--- config.mk ---
export PLATFORM = sky130hd
export DESIGN_NAME = secuenciador_notas
export DESIGN_NICKNAME = d
export VERILOG_FILES = /design/src/rtl/secuenciador_notas.sv
export SDC_FILE = /design/constraint.sdc
export NUM_CORES = 1
export LEC_CHECK = 0
export CORE_MARGIN = 2
export CORE_UTILIZATION = 50
export DETAILED_ROUTE_END_ITERATION = 10
export DONT_BUFFER_PORTS = 1
export GPL_TIMING_DRIVEN = 0
export PLACE_DENSITY = 0.7
export SKIP_LAST_GASP = 1
export SYNTH_ARGS = -nofsm -noshare
export SYNTH_HDL_FRONTEND = slang
export SYNTH_SLANG_ARGS = --single-unit
--- constraint.sdc ---
create_clock -name clk -period 6.14 [get_ports clk]
set_clock_uncertainty 0.05 [all_clocks]
set_input_delay 0.921 -clock clk [delete_from_list [all_inputs] [get_ports clk]]
set_output_delay 0.921 -clock clk [all_outputs]
set_load 0.05 [all_outputs]
--- src/rtl/secuenciador_notas.sv ---
// secuenciador_notas -- challenge-mode note sequence player.
//
// On a start request the block asks the sequence source to present busNotas,
// latches it, then plays each 3-bit note code for a fixed on-time followed by
// a silent gap. When playback finishes it pulses a handoff to the challenge FSM.
//
// Optional build macro: SECUENCIADOR_TEMPO_EN
//   Defined   -> adds input tempo[1:0], latched with the sequence; the note
//                on-time becomes T_NOTA >> tempo (never less than 1 cycle).
//   Undefined -> no tempo port; the on-time is always T_NOTA.
//
// Ports:
//   clk              in   system clock, rising edge
//   reset            in   asynchronous active-high reset
//   inicio           in   start request, honoured only when idle
//   abortar          in   cancel playback (wins over everything but reset)
//   busNotas         in   NUM_NOTAS slots of ANCHO_NOTA bits, slot 0 first, 0 = end marker
//   tempo            in   (SECUENCIADOR_TEMPO_EN only) on-time shift amount
//   cargarSecuencia  out  one-cycle request for the source to present busNotas
//   notaSalida       out  note code for the tone generator, 0 = silence
//   sonando          out  high while a nonzero note is driven
//   indiceNota       out  current slot index, 0..NUM_NOTAS
//   ocupado          out  high whenever the player is not idle
//   secuenciaLista   out  one-cycle pulse on normal completion
module secuenciador_notas #(
   parameter int NUM_NOTAS  = 10,
   parameter int ANCHO_NOTA = 3,
   parameter int T_NOTA     = 25000000,
   parameter int T_PAUSA    = 5000000
) (
   input  logic                            clk,
   input  logic                            reset,
   input  logic                            inicio,
   input  logic                            abortar,
   input  logic [NUM_NOTAS*ANCHO_NOTA-1:0] busNotas,
`ifdef SECUENCIADOR_TEMPO_EN
   input  logic [1:0]                      tempo,
`endif
   output logic                            cargarSecuencia,
   output logic [ANCHO_NOTA-1:0]           notaSalida,
   output logic                            sonando,
   output logic [3:0]                      indiceNota,
   output logic                            ocupado,
   output logic                            secuenciaLista
);

   localparam int ANCHO_BUS = NUM_NOTAS * ANCHO_NOTA;
   localparam int T_MAX     = (T_NOTA > T_PAUSA) ? T_NOTA : T_PAUSA;
   localparam int CW        = (T_MAX > 1) ? $clog2(T_MAX) : 1;

   typedef enum logic [2:0] {
      REPOSO   = 3'd0,
      SOLICITA = 3'd1,
      CAPTURA  = 3'd2,
      SONAR    = 3'd3,
      PAUSA    = 3'd4,
      FIN      = 3'd5
   } estado_t;

   estado_t                estado_q, estado_d;
   logic [ANCHO_BUS-1:0]   notas_q, notas_d;
   logic [CW-1:0]          cnt_q, cnt_d;
   logic [3:0]             idx_q, idx_d;
   logic                   cargar_q, cargar_d;
   logic [ANCHO_NOTA-1:0]  nota_q, nota_d;
   logic                   sonando_q, sonando_d;
   logic                   ocupado_q, ocupado_d;
   logic                   lista_q, lista_d;
   logic [3:0]             idx_sig_s;
   logic [31:0]            t_on_s;
   logic                   fin_nota_s;
   logic                   fin_pausa_s;
`ifdef SECUENCIADOR_TEMPO_EN
   logic [1:0]             tempo_q, tempo_d;
   logic [31:0]            t_shift_s;
`endif

   // Slot extraction; an index past the last slot reads as the end marker.
   function automatic logic [ANCHO_NOTA-1:0] slot_de(input logic [ANCHO_BUS-1:0] bus,
                                                     input logic [3:0] idx);
      logic [ANCHO_NOTA-1:0] r;
      r = '0;
      for (int i = 0; i < NUM_NOTAS; i++) begin
         if (idx == 4'(i)) begin
            r = bus[i*ANCHO_NOTA +: ANCHO_NOTA];
         end
      end
      return r;
   endfunction

   // Note on-time in cycles, optionally shortened by the latched tempo.
`ifdef SECUENCIADOR_TEMPO_EN
   always_comb begin
      t_shift_s = 32'(T_NOTA) >> tempo_q;
      if (t_shift_s == 32'd0) begin
         t_on_s = 32'd1;
      end else begin
         t_on_s = t_shift_s;
      end
   end
`else
   always_comb begin
      t_on_s = 32'(T_NOTA);
   end
`endif

   // Next-state, counter, index and registered-output computation.
   always_comb begin
      estado_d    = estado_q;
      notas_d     = notas_q;
      cnt_d       = cnt_q;
      idx_d       = idx_q;
`ifdef SECUENCIADOR_TEMPO_EN
      tempo_d     = tempo_q;
`endif
      idx_sig_s   = idx_q + 4'd1;
      fin_nota_s  = (cnt_q == CW'(t_on_s - 32'd1));
      fin_pausa_s = (cnt_q == CW'(T_PAUSA - 1));

      if ((estado_q != REPOSO) && abortar) begin
         // Abort: back to idle, index held, no completion pulse.
         estado_d = REPOSO;
         cnt_d    = '0;
      end else begin
         case (estado_q)
            REPOSO: begin
               if (inicio && !abortar) begin
                  estado_d = SOLICITA;
               end else begin
                  estado_d = REPOSO;
               end
            end
            SOLICITA: begin
               estado_d = CAPTURA;
               idx_d    = 4'd0;
            end
            CAPTURA: begin
               // Source presents the bus during this cycle; freeze it here.
               notas_d = busNotas;
`ifdef SECUENCIADOR_TEMPO_EN
               tempo_d = tempo;
`endif
               cnt_d   = '0;
               if (slot_de(busNotas, 4'd0) == '0) begin
                  estado_d = FIN;
               end else begin
                  estado_d = SONAR;
               end
            end
            SONAR: begin
               if (fin_nota_s) begin
                  estado_d = PAUSA;
                  cnt_d    = '0;
               end else begin
                  cnt_d    = cnt_q + 1'b1;
               end
            end
            PAUSA: begin
               if (fin_pausa_s) begin
                  cnt_d = '0;
                  idx_d = idx_sig_s;
                  if ((idx_sig_s == 4'(NUM_NOTAS)) || (slot_de(notas_q, idx_sig_s) == '0)) begin
                     estado_d = FIN;
                  end else begin
                     estado_d = SONAR;
                  end
               end else begin
                  cnt_d = cnt_q + 1'b1;
               end
            end
            FIN: begin
               estado_d = REPOSO;
            end
            default: begin
               estado_d = REPOSO;
               cnt_d    = '0;
            end
         endcase
      end

      // Outputs are decoded from the next state so they register in step with it.
      cargar_d  = (estado_d == SOLICITA);
      sonando_d = (estado_d == SONAR);
      ocupado_d = (estado_d != REPOSO);
      lista_d   = (estado_d == FIN);
      if (estado_d == SONAR) begin
         nota_d = slot_de(notas_d, idx_d);
      end else begin
         nota_d = '0;
      end
   end

   // State and output registers, cleared immediately by reset.
   always_ff @(posedge clk or posedge reset) begin
      if (reset) begin
         estado_q  <= REPOSO;
         notas_q   <= '0;
         cnt_q     <= '0;
         idx_q     <= 4'd0;
         cargar_q  <= 1'b0;
         nota_q    <= '0;
         sonando_q <= 1'b0;
         ocupado_q <= 1'b0;
         lista_q   <= 1'b0;
`ifdef SECUENCIADOR_TEMPO_EN
         tempo_q   <= 2'd0;
`endif
      end else begin
         estado_q  <= estado_d;
         notas_q   <= notas_d;
         cnt_q     <= cnt_d;
         idx_q     <= idx_d;
         cargar_q  <= cargar_d;
         nota_q    <= nota_d;
         sonando_q <= sonando_d;
         ocupado_q <= ocupado_d;
         lista_q   <= lista_d;
`ifdef SECUENCIADOR_TEMPO_EN
         tempo_q   <= tempo_d;
`endif
      end
   end

   assign cargarSecuencia = cargar_q;
   assign notaSalida      = nota_q;
   assign sonando         = sonando_q;
   assign indiceNota      = idx_q;
   assign ocupado         = ocupado_q;
   assign secuenciaLista  = lista_q;

endmodule

Word-level counts from Yosys, hierarchy flattened
Cells that the tools add are included.
Widths: inputs -> output; s select.

storage, ports and cells
  register bits = 69
  latch bits = 0
  memory bits (writable) = 0
  memory bits (read-only) = 0
  input bits = 34
  output and inout bits = 11
  word-level logic and storage cells = 95
  memories = 0

cells by class
  add/subtract/negate cells = 2
  multiply operators = 0
  div/mod/pow operators = 0
  $lt $le $gt $ge = 0
  eq/ne operators = 30
  shift operators = 0
  muxes and demuxes = 42
  bitwise logic cells = 0
  reductions and logical operators = 12

operators by type and width
  cell                   number
  $mux 3                 31
  $mux 25                3
  $pmux 25 s3            1
  $mux 30                2
  $eq 4x3->1 const B     8
  $add 25x1->25 const B  1
  $eq 25x23->1 const B   1
  $eq 25x25->1 const B   1
  $eq 4x4->1 const B     5
  $eq 4x2->1 const B     4
  $pmux 3 s5             1
  $eq 3x2->1 const B     3
  $eq 3x3->1 const B     3
  $logic_not 3->1        3
  $eq 4x1->1 const B     2
  $logic_not 4->1        2
  $mux 4                 2
  $pmux 4 s2             1
  $eq 3x1->1 const B     2
  $reduce_bool 3->1      2
  $add 4x1->4 const B    1
  $reduce_or 3->1        1
  $logic_and 1x1->1      2
  $ne 2x1->1 const B     1
  other kinds (3)        3

Depth between registers and ports, before layout
Gate-level depths: netlist of run 1.

  depth after elaboration = 23
  depth in mapped cells = 12
  mapped depth without buffers = 10

Worst setup path before layout of run 1
Ideal clock, no wire load.

  kind = input -> register
  start = input port abortar
  end = register nota_q[1], in the netlist notaSalida[1]
  setup time = 120 ps
  arrival time = 2891 ps
  required time = 5970 ps
  slack = 3079 ps
  stages = 8
  path buffers = 2
  cells stage by stage = nor4b_1 > buf_2 > buf_2 > mux2_2 > a21boi_0 > o41ai_1 > o211ai_1 > o211a_1

on the way
  elaborated cells between the ends (all ways) = 30
  classes of those cells = eq/ne (10); mux (16); reduce/logical (4)

RTL lines
  what                   line  RTL
  start, declared        34    input logic abortar,
  $logic_and 1x1->1      120   if ((estado_q != REPOSO) && abortar) begin
  $mux 30                120
  named net notas_d[22]  61    logic [ANCHO_BUS-1:0] notas_q, notas_d;
  $mux 3 (3 in series)   84    if (idx == 4'(i)) begin
  $mux 3                 186   if (estado_d == SONAR) begin
  named net nota_d[1]    65    logic [ANCHO_NOTA-1:0] nota_q, nota_d;
  end signal, assigned   214   nota_q <= nota_d;
  end, declared          65

The timed path passes the listed nets, and every way through them passes these cells.
A chain may end at the register's enable or synchronous reset.

Worst setup path in the final report of run 1
  start = register estado_q[0]
  end = register nota_q[1], in the netlist notaSalida[1]

on the way
  elaborated cells between the ends (all ways) = 37
  classes of those cells = eq/ne (14); mux (19); reduce/logical (4)

RTL lines
  what                                             line      RTL
  start, declared                                  60        estado_t estado_q, estado_d;
  start signal, assigned                           209       estado_q <= estado_d;
  $eq 3x2->1 or $reduce_bool 3->1 (tied branches)  125, 120
  $mux 30 or $logic_and 1x1->1 (tied branches)     125, 120
  $mux 30 (*)                                      120
  named net notas_d[22]                            61
  $mux 3 (*) (3 in series)                         84
  $mux 3 (*)                                       186
  named net nota_d[1]                              65

The timed path passes the listed nets; every way through them passes the cells marked *.

==> results.sh, run 1 <==
export IMPL_status="finished clean"
export IMPL_rsz0062_at_grt="no"
export IMPL_cp_max_fo=10
export IMPL_period_needed_ns=3.483
export IMPL_initial_utilization=0.5144
export IMPL_htreeDepth=3
export IMPL_tns_ns=0
export IMPL_dp_cells=542
export IMPL_area_growth_pct=7.855
export IMPL_fin_crit_sh=0.5673
export IMPL_cts_tree="built"
export IMPL_std_cell_rows=33
export IMPL_dp_hpwl_mm=8.079
export IMPL_arrival_ns=3.68
export IMPL_finalSetupViolations=0
export IMPL_fill_cells=754
export IMPL_hold_depth=1
export IMPL_route_detailed_drc=0
export IMPL_syn_inst=437
export IMPL_clk_pin_slew_ns=0.08
export IMPL_grt_max_degree=70
export IMPL_drv_cap=0
export IMPL_cts_resized=0
export IMPL_dieArea_mm2=0.009160
export IMPL_layout_commonest_cell="dfrtp_1"
export IMPL_tightest_slew_ns=1.050
export IMPL_nets=488
export IMPL_grt_pass1_vias=3497
export IMPL_slew_headroom=0.2961
export IMPL_grt_pass1_wl_mm=18.00
export IMPL_ant_nets=0
export IMPL_hold_violations=0
export IMPL_ff2ff_path_depth=9
export IMPL_avgSynthCellArea_um2=9.623
export IMPL_cts_buffer_depth=2
export IMPL_cts_sinks=69
export IMPL_layout_drive_gt1_share=0.1700
export IMPL_required_ns=6.34
export IMPL_synth_edf_count=0
export IMPL_clock_latency_ns=0.36
export IMPL_ys_flop_type="dfrtp_1"
export IMPL_yosysSeqAreaShare=0.4106
export IMPL_cts_buffers=9
export IMPL_reg2reg_slack_ns=2.66
export IMPL_ioPinCount=45
export IMPL_start_kind="flip-flop"
export IMPL_gr_total_overflow=0
export IMPL_cts_root_buffer="clkbuf_8"
export IMPL_fmaxAchievable_mhz=287.1
export IMPL_p_leak_nw=1.833
export IMPL_async_flop_share=1.000
export IMPL_syn_area_mm2=0.004205
export IMPL_vias=3530
export IMPL_die_y_um=95.71
export IMPL_viasPerCell=6.326
export IMPL_wl_per_cell_um=19.70
export IMPL_track_usage=0.2578
export IMPL_n_antenna_cell=0
export IMPL_die_w_um=95.71
export IMPL_antenna_found_initial=1
export IMPL_yosys_warnings=0
export IMPL_yosys_register_bits=69
export IMPL_syn_nets=477
export IMPL_dr_pass1_iters=5
export IMPL_powerDensity_mw_per_mm2=439.1
export IMPL_post_cts_setup_buffers=0
export IMPL_crit_path_end_kind="flip-flop"
export IMPL_coreArea_mm2=0.008175
export IMPL_drt_iter0_drc=415
export IMPL_yosysUniqueCellTypes=81
export IMPL_worstHoldPathType="flip-flop to flip-flop"
export IMPL_fin_cells=558
export IMPL_hold_slack_ns=0.4600
export IMPL_ctsHoldBuffers=0
export IMPL_final_cell_mix="dfrtp_1, o21ai_0, nor2_1, nand2_1, mux2_2"
export IMPL_io_buffers=0
export IMPL_slew_violations=0
export IMPL_vdd_drop_max_uv=213.2
export IMPL_crit_type="flip-flop to flip-flop"
export IMPL_drt_total_wl_mm=10.99
export IMPL_gp_congestion=0.9217
## cell usage after synthesis (7+ instances only)
library cell	count	area, um2
mux2_2	27	304.0
a211oi_1	7	52.55
inv_1	19	71.32
o21ai_0	37	185.2
nor2_1	31	116.4
clkbuf_1	12	45.04
nand2_1	31	116.4
dfrtp_1	69	1727
nor2b_1	8	50.05
and3_1	9	56.30
nand3_1	14	70.07
nor3_1	9	45.04
o31ai_1	11	82.58
a21oi_1	17	85.08
## sequential cells by signal, indices dropped and copies added (netlist names)
signal and count:
notaSalida 3, ocupado 1, indiceNota 4, sonando 1, cnt_q 25, notas_q 30
estado_q 3, cargarSecuencia 1, secuenciaLista 1
## through the flow
| stage | power [W] | worst slack (ns) | util | cell area [um2] |
|---|---|---|---|---|
| 3_3_place_gp | 0.001580 | 2.344 | 0.5305 | 4337 |
| 4_1_cts | 0.001983 | 2.701 | 0.5548 | 4536 |
| 2_1_floorplan | 0.001379 | 3.079 | - | 4205 |
| 5_1_grt | 0.002115 | 2.373 | 0.5548 | 4536 |
| 3_5_place_dp | 0.001602 | 2.366 | 0.5308 | 4339 |
| 6_report | 0.001992 | 2.657 | 0.5548 | 4536 |
## power breakdown
group / switching (W) / total (W) / internal (W)
sequential: 0.000168 / 0.000755 / 0.000587
clock: 0.000191 / 0.000380 / 0.000189
combinational: 0.000511 / 0.000857 / 0.000346
total: 0.000870 / 0.00199 / 0.00112
## area by class of cell
type,count,area [um2],area share
clock buffers,9,123.9,0.02731
plain buffers,22,105.1,0.02317
multi-input cells,327,2302,0.5076
clock inverters,7,72.57,0.01600
well taps,105,131.4,0.02897
inverters,19,73.82,0.01628
flip-flops and latches,69,1727,0.3807
## metal layers
metal | vias to the layer above | track usage | wire, um
li1 | 1655 | - | -
met1 | 1708 | 0.3655 | 4867
met2 | 145 | 0.3916 | 5161
met3 | 20 | 0.05795 | 800
met4 | 2 | 0.08452 | 146
met5 | - | 0 | 13
## worst paths after layout
check	start	end
min in group asynchronous	reset	estado_q[0]$_DFF_PP0_
max in group asynchronous	reset	cnt_q[2]$_DFFE_PP0P_
max	estado_q[0]$_DFF_PP0_	notaSalida[1]$_DFF_PP0_
min	cnt_q[24]$_DFFE_PP0P_	cnt_q[24]$_DFFE_PP0P_
max reg2reg	estado_q[0]$_DFF_PP0_	notaSalida[1]$_DFF_PP0_
min reg2reg	cnt_q[24]$_DFFE_PP0P_	cnt_q[24]$_DFFE_PP0P_
## kinds of logic after synthesis
logic type      count (synthesis)  synth area share
mux                            31           0.08182
compound gates                126            0.2154
xor+xnor                        7           0.01458
fa+ha+maj                       6           0.01785
buf+inv                        41           0.04195
flops                          69            0.4106
simple gates                  157            0.2178
## critical path: stages (launching register included)
cell and delay (ns):
dfrtp_1 0.36, buf_2 0.17, nor4b_1 0.76, buf_2 0.41, buf_2 0.34, mux2_2 0.39
a21boi_0 0.13, o41ai_1 0.39, o211ai_1 0.20, o211a_1 0.17
No activity file was read; power rests on OpenSTA's default activity.
==> inputs of run 2 (changes only) <==
==> constraint.sdc (replaced) <==
create_clock -name clk -period 3.5 [get_ports clk]
set_clock_uncertainty 0.05 [all_clocks]
set_input_delay 0.525 -clock clk [delete_from_list [all_inputs] [get_ports clk]]
set_output_delay 0.525 -clock clk [all_outputs]
set_load 0.05 [all_outputs]
==> results.sh, run 2 (synthesized netlist as in run 1, its figures left out) <==
export IMPL_status="finished clean"
export IMPL_vdd_drop_max_uv=376.4
export IMPL_dp_slack_ns=0.07766
export IMPL_dp_hpwl_mm=8.079
export IMPL_reg2reg_from="indiceNota[3]$_DFF_PP0_"
export IMPL_slew_headroom=0.3221
export IMPL_start_kind="flip-flop"
export IMPL_cts_buffers=9
export IMPL_cts_buffer_depth=2
export IMPL_arrival_ns=3.42
export IMPL_gp_congestion=0.9217
export IMPL_route_detailed_drc=0
export IMPL_met2_usage=0.3916
export IMPL_die_w_um=95.71
export IMPL_viasPerCell=6.334
export IMPL_top_usage_layer="met2"
export IMPL_slew_violations=0
export IMPL_antenna_found_initial=1
export IMPL_grt_pass1_wl_mm=18.00
export IMPL_gr_total_overflow=0
export IMPL_cp_max_fo=10
export IMPL_dr_pass1_iters=5
export IMPL_setup_slack_ns=0.2754
export IMPL_htreeDepth=3
export IMPL_clk_pin_slew_ns=0.08
export IMPL_fin_cells=560
export IMPL_largest_reg_flops=30
export IMPL_crit_type="flip-flop to flip-flop"
export IMPL_grt_max_degree=70
export IMPL_drt_iter0_drc=380
export IMPL_ff2ff_path_depth=9
export IMPL_grt_pass1_vias=3497
export IMPL_dieArea_mm2=0.009160
export IMPL_crit_reg2reg_capture="notaSalida[1]$_DFF_PP0_"
export IMPL_required_ns=3.70
export IMPL_regMostFlops="notas_q"
export IMPL_dp_cells=542
export IMPL_area_growth_pct=8.480
export IMPL_ant_nets=0
export IMPL_drt_total_wl_mm=10.98
export IMPL_layout_drive_gt1_share=0.1846
export IMPL_fin_crit_sh=0.9213
export IMPL_layout_commonest_cell="dfrtp_1"
export IMPL_worstHoldPathType="input port to asynchronous set/reset pin"
export IMPL_p_leak_nw=1.849
export IMPL_crit_path_end_kind="flip-flop"
export IMPL_vias=3547
export IMPL_final_cell_mix="dfrtp_1, o21ai_0, nor2_1, nand2_1, mux2_2"
export IMPL_track_usage=0.2578
export IMPL_stdcell_area_mm2=0.004562
export IMPL_hold_violations=0
export IMPL_place_area_mm2=0.004339
export IMPL_clock_latency_ns=0.36
export IMPL_powerDensity_mw_per_mm2=769.2
export IMPL_coreArea_mm2=0.008175
export IMPL_wl_per_cell_um=19.60
export IMPL_io_buffers=0
export IMPL_drv_cap=0
export IMPL_nets=490
export IMPL_ioPinCount=45
export IMPL_cts_sinks=69
export IMPL_reg2reg_slack_ns=0.28
export IMPL_std_cell_rows=33
export IMPL_cts_tree="built"
export IMPL_tightest_slew_ns=1.011
export IMPL_use_met3=0.05795
export IMPL_initial_utilization=0.5144
export IMPL_finalSetupViolations=0
export IMPL_grt_util_met1=0.3655
export IMPL_tns_ns=0
export IMPL_n_antenna_cell=0
export IMPL_rsz0062_at_grt="no"
export IMPL_cts_root_buffer="clkbuf_8"
export IMPL_fmaxAchievable_mhz=310.1
export IMPL_period_needed_ns=3.225
export IMPL_die_y_um=95.71
-- run 2: cell count changes in the layout (fill, tap and decap cells not counted), sizes merged --
cell,delta
buf,+2
-- run 2: area by class of cell --
cell class	instances	area (um2)
Multi-Input combinational cell	327	2308
Timing Repair Buffer	2	15.01
Fill cell	753	3613
Tap cell	105	131.4
Inverter	19	73.82
Buffer	22	107.6
Clock inverter	7	72.57
Sequential cell	69	1729
Clock buffer	9	123.9
-- run 2: routing by layer --
metal	vias up	share of wire
met4	2	0.017
met5	-	0.0012
met2	153	0.46
met3	20	0.075
li1	1666	-
met1	1706	0.44
-- run 2: worst max-delay path by stage --
stage	startpoint	end	slack, ns	cells past startpoint
final	indiceNota[3]$_DFF_PP0_	notaSalida[1]$_DFF_PP0_	0.28	9
after global routing	indiceNota[3]$_DFF_PP0_	notaSalida[1]$_DFF_PP0_	0.01	9
after CTS	estado_q[0]$_DFF_PP0_	notaSalida[1]$_DFF_PP0_	0.06	9
after detailed placement	estado_q[0]$_DFF_PP0_	notaSalida[1]$_DFF_PP0_	0.08	9
after global placement	estado_q[0]$_DFF_PP0_	notaSalida[1]$_DFF_PP0_	0.07	9
after floorplan	indiceNota[1]$_DFF_PP0_	notaSalida[1]$_DFF_PP0_	0.58	12
-- run 2: what timing repair did --
action / in CTS / in global routing
endpoints found under the setup margin: 0 / 3
hold endpoints to repair: 0 / 0
hold buffers: 0 / 0
gates resized for setup: 0 / 7
setup buffers: 0 / 2
-- run 2: where the power goes --
| group | total [W] | leakage, nW | internal [W] | switching, W |
|---|---|---|---|---|
| Combinational | 0.00152 | 0.872 | 0.000624 | 0.000897 |
| Sequential | 0.00133 | 0.880 | 0.00103 | 0.000293 |
| Clock | 0.000664 | 0.0960 | 0.000331 | 0.000333 |
| Total | 0.00351 | 1.85 | 0.00199 | 0.00152 |
-- run 2: critical path, cell delays in order (launching register included) --
cell	delay, ns
dfrtp_1	0.64
clkbuf_1	0.39
a21bo_2	0.30
a211oi_1	0.33
nor2_1	0.12
nor4bb_1	0.32
o22ai_1	0.22
a31oi_1	0.45
nor2_1	0.15
o211a_1	0.14
-- run 2: through the flow --
step / hold slack, ns / total power, W / util
after floorplan: 0.4099 / 0.002419 / -
after global routing: 0.2407 / 0.003732 / 0.5580
after CTS: 0.1998 / 0.003478 / 0.5548
final: 0.1715 / 0.003509 / 0.5580
after global placement: 0.4332 / 0.002772 / 0.5305
after detailed placement: 0.4422 / 0.002811 / 0.5308
==> inputs of run 3 (changes only) <==
--- a/config.mk
+++ b/config.mk
@@ -11,6 +11,7 @@
 export DONT_BUFFER_PORTS = 1
 export GPL_TIMING_DRIVEN = 0
 export PLACE_DENSITY = 0.7
+export RECOVER_POWER = 25
 export SKIP_LAST_GASP = 1
 export SYNTH_ARGS = -nofsm -noshare
 export SYNTH_HDL_FRONTEND = slang
==> constraint.sdc (replaced) <==
create_clock -name clk -period 3.6 [get_ports clk]
set_clock_uncertainty 0.05 [all_clocks]
set_input_delay 0.54 -clock clk [delete_from_list [all_inputs] [get_ports clk]]
set_output_delay 0.54 -clock clk [all_outputs]
set_load 0.05 [all_outputs]
==> results.sh, run 3 (synthesized netlist as in run 1, its figures left out) <==
export IMPL_status="complete, but fails checks"
export IMPL_failed_checks="capacitance limit, slew limit"
export IMPL_ant_nets=0
export IMPL_std_cell_rows=33
export IMPL_regMostFlops="notas_q"
export IMPL_gr_total_overflow=0
export IMPL_cts_tree="built"
export IMPL_start_kind="flip-flop"
export IMPL_finalSetupViolations=0
export IMPL_viasPerCell=6.341
export IMPL_drt_total_wl_mm=10.99
export IMPL_cts_buffers=9
export IMPL_setup_slack_ns=0.2673
export IMPL_clk_pin_slew_ns=0.08
export IMPL_tightest_slew_ns=2.594
export IMPL_n_antenna_cell=0
export IMPL_area_growth_pct=8.331
export IMPL_dp_cells=542
export IMPL_fin_crit_sh=0.9258
export IMPL_crit_path_top_delay_cell="dfrtp_1"
export IMPL_dieArea_mm2=0.009160
export IMPL_fin_cells=560
export IMPL_worst_path_largest_cell_delay_ns=0.81
export IMPL_hold_violations=0
export IMPL_final_util=0.5572
export IMPL_ioPinCount=45
export IMPL_cp_common_cell="inv_1"
export IMPL_route_detailed_drc=0
export IMPL_dp_hpwl_mm=8.079
export IMPL_rsz0062_at_grt="no"
export IMPL_powerDensity_mw_per_mm2=750.0
export IMPL_drv_cap=1
export IMPL_layout_commonest_cell="dfrtp_1"
export IMPL_grt_pass1_wl_mm=18.00
export IMPL_slew_headroom=-0.7311
export IMPL_crit_path_end_kind="flip-flop"
export IMPL_antenna_found_initial=1
export IMPL_clock_latency_ns=0.36
export IMPL_drt_iter0_drc=340
export IMPL_cts_sinks=69
export IMPL_final_cell_mix="dfrtp_1, o21ai_0, nor2_1, nand2_1, mux2_2"
export IMPL_initial_utilization=0.5144
export IMPL_track_usage=0.2578
export IMPL_tns_ns=0
export IMPL_die_w_um=95.71
export IMPL_htreeDepth=3
export IMPL_largest_reg_flops=30
export IMPL_cp_max_fo=9
export IMPL_io_buffers=0
export IMPL_coreArea_mm2=0.008175
export IMPL_critical_path_top_delay_family="simple AND/OR/NAND/NOR gates"
export IMPL_cts_root_buffer="clkbuf_8"
export IMPL_die_y_um=95.71
export IMPL_dp_slack_ns=0.1777
export IMPL_nets=490
export IMPL_crit_type="flip-flop to flip-flop"
export IMPL_gp_congestion=0.9217
export IMPL_period_needed_ns=3.333
export IMPL_slew_violations=70
export IMPL_cts_buffer_depth=2
export IMPL_p_leak_nw=1.844
export IMPL_grt_max_degree=70
export IMPL_path_cells="inv_1 > ha_1 > inv_1 > nor4_2 > nor3_2 > buf_4 > nor3b_1 > a221oi_1 > o211ai_1 > o211a_1"
export IMPL_vdd_drop_max_uv=365.4
export IMPL_crit_buf_inv=3
export IMPL_dr_pass1_iters=5
export IMPL_required_ns=3.85
export IMPL_worstHoldPathType="input port to flip-flop"
export IMPL_wl_per_cell_um=19.63
export IMPL_grt_pass1_vias=3497
export IMPL_fmaxAchievable_mhz=300.1
export IMPL_layout_drive_gt1_share=0.1758
export IMPL_arrival_ns=3.58
export IMPL_vias=3551
export IMPL_ctsHoldBuffers=0
-- run 3: worst reg2reg max path, delay by kind of cell, from the launching register on --
kind / cells / cell delay (ns)
DFF: 1 / 0.81
and+or+nand+nor: 3 / 0.84
adders and majority gates: 1 / 0.42
AOI/OAI and AO/OA: 3 / 0.57
buffers and inverters: 3 / 0.58
-- run 3: final timing paths --
kind                                    startpoint                 endpoint  slack, ns  cells after the start
max                        indiceNota[0]$_DFF_PP0_  notaSalida[1]$_DFF_PP0_       0.27                     10
min                                   busNotas[19]    notas_q[19]$_DFF_PP0_       0.29                      2
min reg2reg                  cnt_q[24]$_DFFE_PP0P_    cnt_q[24]$_DFFE_PP0P_       0.46                      1
min in group asynchronous                    reset    estado_q[0]$_DFF_PP0_       0.95                      1
max in group asynchronous                    reset  indiceNota[1]$_DFF_PP0_       0.89                      1
max reg2reg                indiceNota[0]$_DFF_PP0_  notaSalida[1]$_DFF_PP0_       0.27                     10
-- run 3: layout make-up --
| class | instances | area [um2] |
|---|---|---|
| Fill cell | 756 | 3620 |
| Multi-Input combinational cell | 327 | 2308 |
| Sequential cell | 69 | 1728 |
| Tap cell | 105 | 131.4 |
| Clock buffer | 9 | 123.9 |
| Buffer | 22 | 105.1 |
| Clock inverter | 7 | 72.57 |
| Inverter | 19 | 71.32 |
| Timing Repair Buffer | 2 | 15.01 |
-- run 3: per-stage QoR --
step | hold WS (ns) | power, W | cell area, um2
global route | 0.2769 | 0.003626 | 4556
finish | 0.2881 | 0.003417 | 4556
global placement | 0.4332 | 0.002695 | 4337
floorplan | 0.4099 | 0.002352 | 4205
detailed placement | 0.4422 | 0.002733 | 4339
CTS | 0.2148 | 0.003382 | 4536
-- run 3: layer usage --
metal | routed length, um | global-route usage
met1 | 4916 | 0.3655
met2 | 5075 | 0.3916
met3 | 818 | 0.05795
met4 | 170 | 0.08452
met5 | 13 | 0
-- run 3: repair_timing --
action,in CTS,in global routing
setup endpoints to repair,0,2
endpoints found under the hold margin,0,0
gates resized for setup,0,2
setup buffers,0,2
-- run 3: power by group --
part           internal [W]  switching (W)  total, W
Combinational      0.000605       0.000877   0.00148
Clock              0.000322       0.000325  0.000647
Sequential          0.00100       0.000285   0.00129
Total               0.00193        0.00149   0.00342
